===== src/rtl/weight_serial_tx.sv =====
// Serial weight-load transmitter: fetches NUM_WEIGHTS signed weights from a
// one-cycle-latency source and shifts them out MSB-first as one gap-free frame.
module weight_serial_tx #(
    parameter int WIDTH       = 10,
    parameter int NUM_WEIGHTS = 65,
    parameter int ADDR_W      = 7
) (
    input  logic              clk,
    input  logic              rst_n,
    input  logic              start,
    input  logic              abort,
    output logic              rd_en,
    output logic [ADDR_W-1:0] rd_addr,
    input  logic [WIDTH-1:0]  rd_data,
    output logic              ser_out,
    output logic              we_out,
    output logic              busy,
    output logic              done,
    output logic [15:0]       checksum,
    output logic [2:0]        state_dbg
);

    localparam int BIT_W = $clog2(WIDTH);

    typedef enum logic [2:0] {
        ST_IDLE  = 3'd0,
        ST_LOAD  = 3'd1,
        ST_WAIT  = 3'd2,
        ST_SHIFT = 3'd3,
        ST_DONE  = 3'd4
    } state_t;

    state_t            state_q;
    logic [WIDTH-1:0]  shreg_q;
    logic [BIT_W-1:0]  bitcnt_q;
    logic [ADDR_W-1:0] idx_q;
    logic [15:0]       sum_q;
    logic              rd_en_q;
    logic [ADDR_W-1:0] rd_addr_q;
    logic              ser_q;
    logic              we_q;
    logic              busy_q;
    logic              done_q;
    logic [15:0]       csum_q;

    logic [15:0]       sum_d;
    logic [ADDR_W-1:0] idx_d;
    logic              last_word;

    // Weights are signed; the host-side checksum is a 16-bit wrapping sum.
    assign sum_d     = sum_q + {{(16-WIDTH){rd_data[WIDTH-1]}}, rd_data};
    assign idx_d     = idx_q + 1'b1;
    assign last_word = (idx_q == ADDR_W'(NUM_WEIGHTS-1));

    always_ff @(posedge clk or negedge rst_n) begin
        if (!rst_n) begin
            state_q   <= ST_IDLE;
            shreg_q   <= '0;
            bitcnt_q  <= '0;
            idx_q     <= '0;
            sum_q     <= '0;
            rd_en_q   <= 1'b0;
            rd_addr_q <= '0;
            ser_q     <= 1'b0;
            we_q      <= 1'b0;
            busy_q    <= 1'b0;
            done_q    <= 1'b0;
            csum_q    <= '0;
        end else begin
            rd_en_q <= 1'b0;
            done_q  <= 1'b0;
            if (abort && state_q != ST_IDLE) begin
                state_q <= ST_IDLE;
                ser_q   <= 1'b0;
                we_q    <= 1'b0;
                busy_q  <= 1'b0;
            end else begin
                case (state_q)
                    ST_IDLE: begin
                        if (start && !abort) begin
                            state_q   <= ST_LOAD;
                            idx_q     <= '0;
                            sum_q     <= '0;
                            rd_en_q   <= 1'b1;
                            rd_addr_q <= '0;
                            busy_q    <= 1'b1;
                        end
                    end
                    ST_LOAD: state_q <= ST_WAIT;
                    ST_WAIT: begin
                        shreg_q  <= rd_data;
                        ser_q    <= rd_data[WIDTH-1];
                        we_q     <= 1'b1;
                        sum_q    <= sum_d;
                        bitcnt_q <= BIT_W'(WIDTH-1);
                        state_q  <= ST_SHIFT;
                    end
                    ST_SHIFT: begin
                        // Strobe issued here is visible in the bit-1 cycle, so the
                        // next word arrives exactly in the bit-0 cycle.
                        if (bitcnt_q == BIT_W'(2) && !last_word) begin
                            rd_en_q   <= 1'b1;
                            rd_addr_q <= idx_d;
                        end
                        if (bitcnt_q != '0) begin
                            shreg_q  <= shreg_q << 1;
                            ser_q    <= shreg_q[WIDTH-2];
                            bitcnt_q <= bitcnt_q - 1'b1;
                        end else if (last_word) begin
                            state_q <= ST_DONE;
                            ser_q   <= 1'b0;
                            we_q    <= 1'b0;
                            done_q  <= 1'b1;
                            csum_q  <= sum_q;
                        end else begin
                            shreg_q  <= rd_data;
                            ser_q    <= rd_data[WIDTH-1];
                            sum_q    <= sum_d;
                            idx_q    <= idx_d;
                            bitcnt_q <= BIT_W'(WIDTH-1);
                        end
                    end
                    ST_DONE: begin
                        state_q <= ST_IDLE;
                        busy_q  <= 1'b0;
                    end
                    default: state_q <= ST_IDLE;
                endcase
            end
        end
    end

    assign rd_en     = rd_en_q;
    assign rd_addr   = rd_addr_q;
    assign ser_out   = ser_q;
    assign we_out    = we_q;
    assign busy      = busy_q;
    assign done      = done_q;
    assign checksum  = csum_q;
    assign state_dbg = state_q;

endmodule

===== config.mk =====
export PLATFORM = sky130hd
export DESIGN_NAME = weight_serial_tx
export DESIGN_NICKNAME = d
export VERILOG_FILES = /design/src/rtl/weight_serial_tx.sv
export SDC_FILE = /design/constraint.sdc
export NUM_CORES = 1
export LEC_CHECK = 0
export ABC_AREA = 1
export CAP_MARGIN = 20
export CORE_ASPECT_RATIO = 0.8
export CORE_MARGIN = 2
export CORE_UTILIZATION = 55
export CTS_BUF_LIST = sky130_fd_sc_hd__clkbuf_16
export CTS_CLUSTER_SIZE = 8
export DETAILED_ROUTE_END_ITERATION = 10
export GPL_ROUTABILITY_DRIVEN = 1
export GPL_TIMING_DRIVEN = 1
export PLACE_DENSITY = 0.77
export RECOVER_POWER = 25
export SYNTH_ARGS = -nofsm -noshare
export SYNTH_HDL_FRONTEND = slang
export SYNTH_SLANG_ARGS = --single-unit

===== constraint.sdc =====
create_clock -name clk -period 1.85 [get_ports clk]
set_input_delay 0.555 -clock clk [delete_from_list [all_inputs] [get_ports clk]]
set_output_delay 0.555 -clock clk [all_outputs]
set_load 0.03 [all_outputs]

### Yosys cells after proc, flatten, opt, wreduce, memory -nomap -nowiden

Index checks and enable logic that the tools add are counted.
W data, S select, Z words.

* register bits: 67
* input bits: 14
* logic and storage cells: 92

* $add $sub $neg: 3
* equal/unequal tests: 14
* multiplexer cells: 40
* bitwise logic cells: 2
* reductions and logical operators: 21

Operators with widths (count)
* $mux W16: 3
* $pmux W16 S3: 1
* $mux W7: 4
* $pmux W7 S2: 2
* $mux W9: 2
* $pmux W9 S2: 1
* $add A16 B16 Y16: 1
* $mux W1: 15
* $mux W3: 4
* $ne A3 B3 Y1 const B: 4
* $pmux W3 S4: 1
* $reduce_bool A3 Y1: 4
* $reduce_and A5 Y1: 2
* $reduce_and A3 Y1: 3
* $mux W4: 2
* $ne A2 B2 Y1 const B: 4
* $pmux W1 S2: 4
* $pmux W4 S2: 1
* $reduce_and A4 Y1: 2
* $add A7 B1 Y7 const B: 1
* $eq A7 B7 Y1 const B: 1
* $eq A3 B2 Y1 const B: 2
* $eq A4 B2 Y1 const B: 1
* $reduce_bool A2 Y1: 2
* other kinds (9): 13

### Longest topological paths before layout

* word-level depth: 6
* mapped depth: 11

### Worst setup path after synthesis

No wires, ideal clock.

* path kind: input to register
* from: input rd_data[0]
* to: register sum_q[12]
* library setup time: 0.117 ns
* arrival: 1.674 ns
* required time: 1.733 ns
* slack: 0.058 ns
* stages on the path: 11
* buffers on the path: 0
* path through: ha_1 -> inv_1 -> fa_1 -> inv_1 -> nand3_1 -> nand3_1 -> nand3_1 -> nand3_1 -> nand2_1 -> nand3_1 -> nand2_1

* cells in the longest elaborated chain, start to end: 4

Ends and longest elaborated chain
* start: declaration: RTL line 14 `input logic [WIDTH-1:0] rd_data,`
* $add A16 B16 Y16 (*): RTL line 51 `assign sum_d = sum_q + {{(16-WIDTH){rd_data[WIDTH-1]}}, rd_data};`
* $mux W16: RTL line 109 `end else if (last_word) begin`
* $mux W16: RTL line 105 `if (bitcnt_q != '0) begin`
* $pmux W16 S3 (*): RTL line 78 `case (state_q)`
* end signal: assignment: RTL line 94 `sum_q <= sum_d;`
* end signal: assignment: RTL line 118 `sum_q <= sum_d;`
* end: declaration: RTL line 37 `logic [15:0] sum_q;`

Mark *: on every way between the ends. The rest lies on a longest branch, timed or not. The select of a mux whose other input is x is not followed.
A chain may end at the register's enable or synchronous reset.

### Worst setup path after layout

* from: input rd_data[2]
* to: register sum_q[9]

Same word-level chain as after synthesis.

==> run metrics <==
status=complete, no violations; final layout net count=about 670; library cell occupying the most area in the post-synthesis netlist=sky130_fd_sc_hd__dfrtp_1; Post-Place Cell Area=a little under 0.005 sq mm; DRC violation count after routing=0; y dimension of the die=80.4 microns; leading cell types by total area after synthesis=sky130_fd_sc_hd__dfrtp_1 (42%), sky130_fd_sc_hd__nand2_1 (18%), sky130_fd_sc_hd__inv_1 (6.7%), sky130_fd_sc_hd__ha_1 (6.2%), sky130_fd_sc_hd__nand3_1 (4.0%); via count of the first global-routing pass=3775; Avg WL per Cell=roughly 15 microns; Ys Warns=0; highest clock rate=roughly 560 MHz; overall power=between 7 and 8 mW; maximum buffer depth of the clock tree=2; number of placed instances, taps included=~710; post-DR vias/cell=~5.3; Synth Area per Inst=between 7 and 8 sq um; worst reg2reg path depth=8; end-of-flow core utilization=0.761; row count=27; insertion delay to the later sink of the worst-skew pair=around 330 ps; worst setup path class=in -> reg; max-cap violations=0; commonest non-fill, non-tap cell in the layout=sky130_fd_sc_hd__nand2_1; Setup TNS=0 ps; antenna violations before repair=0; share of the synthesized area in the top cell type=0.418; clock slew seen by the registers of the worst setup and hold paths=around 60 ps; worst rel slew slack=0.389; Initial Utilization=0.576; Final Non-Filler Cells=725; total congestion overflow after global routing=0; synthesis-to-layout area growth=32.0%; number of H-tree branching levels=3; number of clock sinks seen by CTS=67; Design Area, Final=approximately 0.0053 sq mm; share of the clock period used by the worst path after layout=0.972; GRT Resource Usage Total=0.284; register area share after synthesis=0.418; final setup skew=roughly 7.7 ps; post-synth design cell area=0.00401 sq mm; total count of max-transition violations in the final report=0; wire length reported by the detailed router=10600 microns; maximum number of pins on one net before global-route repair=68; TritonCTS clock tree=yes; nature of the critical path endpoint=flop; net count after synthesis=571; placed wire-length estimate=7470 microns; number of port buffers=44; Crit Reg-Reg Endpoint=sum_q[9]$_DFFE_PN0P_; core footprint=slightly below 0.007 sq mm; number of antenna-violating nets in the routed design=0; CP max FO=3; die extent in x=just under 100 microns; filler cell count=516; layout cells sized above 1=0.196; sequential cell area=0.00168 sq mm; setup repair after global routing missed its margin=false; power density over the cells=approximately 1500 mW/mm^2; final-report hold violation count=0; largest voltage drop on the vdd net=0.961 mV; detailed-routing iteration count for the pre-antenna-repair pass=5; vias post-DR=a little under 4000; number of clock buffers inserted by TritonCTS=9; slew at the pin with the worst max-slew slack=approximately 900 ps; critical path data arrival time=about 2000 ps; critical path launch point type=primary input; overall die area=between 0.007 and 0.008 sq mm; final period demand of the worst path=about 1800 ps; required time at the endpoint of the critical path=2070 ps; clock tree root buffer cell=sky130_fd_sc_hd__clkbuf_16; Top-Level Pins=between 40 and 50; RD Place Congestion=0.937; detailed router's first-iteration violation count=approximately 210; distinct cell type count after synthesis=34; first-pass GRT wire length=approximately 18000 microns; Hold Buf Count CTS=0; setup slack of the most critical reg-to-reg path=around 80 ps; Static Leak=2.92 nW; Multi-input gate area=between 0.002 and 0.0025 sq mm; worst min-delay path class=in -> async; final setup violation count=0; worst reg2reg path startpoint=sum_q[2]$_DFFE_PN0P_; register bit total from synthesis=67; highest-count cells in the layout ignoring fill and taps=sky130_fd_sc_hd__nand2_1 (194), sky130_fd_sc_hd__inv_1 (70), sky130_fd_sc_hd__dfrtp_1 (66), sky130_fd_sc_hd__buf_4 (44), sky130_fd_sc_hd__dlygate4sd2_1 (34); ANT cells=0; Post-Syn Instances=536
[cells in the mapped netlist, drive strengths merged]
master / count
ha: 20
o22ai: 1
xor2: 4
o21a: 4
nand3: 35
o21ai: 43
nor3: 7
o211ai: 1
a21oi: 11
dfrtp: 67
nand3b: 3
buf: 9
nand2: 205
nor2: 32
xnor2: 4
o31ai: 1
inv: 81
nand4: 5
or2: 2
fa: 1
[state kept, by name (all words and copies together) (netlist names)]
name,flops
checksum,16
idx_q,7
sum_q,16
bitcnt_q,4
ser_out,1
rd_en,1
done,1
we_out,1
busy,1
shreg_q,9
rd_addr,7
state_dbg,3
[kinds of logic after synthesis]
logic type / after synthesis / synth area share
AND/OR/NAND/NOR: 289 / 0.314
adder cells (fa/ha/maj): 21 / 0.0674
flip-flops: 67 / 0.418
XOR/XNOR: 8 / 0.0175
buffers and inverters: 90 / 0.0958
AO/OA/AOI/OAI: 61 / 0.0868
[layout make-up]
type | count | share of cell area
clock buffer | 9 | 0.0426
clock inverter | 7 | 0.00946
inverter | 81 | 0.0584
multi-input combinational | 380 | 0.397
sequential | 67 | 0.317
tap | 87 | 0.0206
timing repair buffer | 94 | 0.155
[worst max-delay path, stage by stage]
cell and delay, ps:
sky130_fd_sc_hd__dlygate4sd2_1 270, sky130_fd_sc_hd__ha_1 300, sky130_fd_sc_hd__or2_2 320, sky130_fd_sc_hd__nand3b_1 120
sky130_fd_sc_hd__nand2_2 90, sky130_fd_sc_hd__nand2_1 90, sky130_fd_sc_hd__nand3b_1 80, sky130_fd_sc_hd__nand3_1 140
sky130_fd_sc_hd__nand2_1 60
[per-layer routing]
layer,GRT usage,vias up,wire length (microns)
li1,-,1883,-
met1,0.383,1814,4800
met2,0.468,155,4920
met3,0.0714,16,775
met4,0.0562,0,140
met5,0,-,0
[stage by stage]
step | hold slack [ps] | setup slack, ps
detailed placement | 465 | -577
CTS | 252 | 4.32
global route | 486 | 1.76
global placement | 462 | -540
floorplan | 259 | 58.4
finish | 458 | 50.9
[what timing repair did]
action / in CTS / in global routing
gates resized for setup: 48 / 23
setup buffers: 0 / 2
setup endpoints to repair: 44 / 35
pin swaps: 3 / 5
gates cloned: 0 / 1
[worst max-delay path by stage]
stage	startpoint	endpoint	slack [ps]
CTS	rd_data[7]	sum_q[13]$_DFFE_PN0P_	4
floorplan	rd_data[0]	sum_q[12]$_DFFE_PN0P_	60
global route	rd_data[2]	sum_q[9]$_DFFE_PN0P_	2
detailed placement	rd_data[0]	sum_q[12]$_DFFE_PN0P_	-580
global placement	rd_data[0]	sum_q[12]$_DFFE_PN0P_	-540
finish	rd_data[2]	sum_q[9]$_DFFE_PN0P_	50
[where the power goes]
group | total, mW | switching (mW) | internal, mW
Combinational | 4.06 | 2.37 | 1.69
Clock | 1.59 | 0.681 | 0.913
Sequential | 2.24 | 0.382 | 1.86
Note: power is estimated with default switching activity, not from simulation.
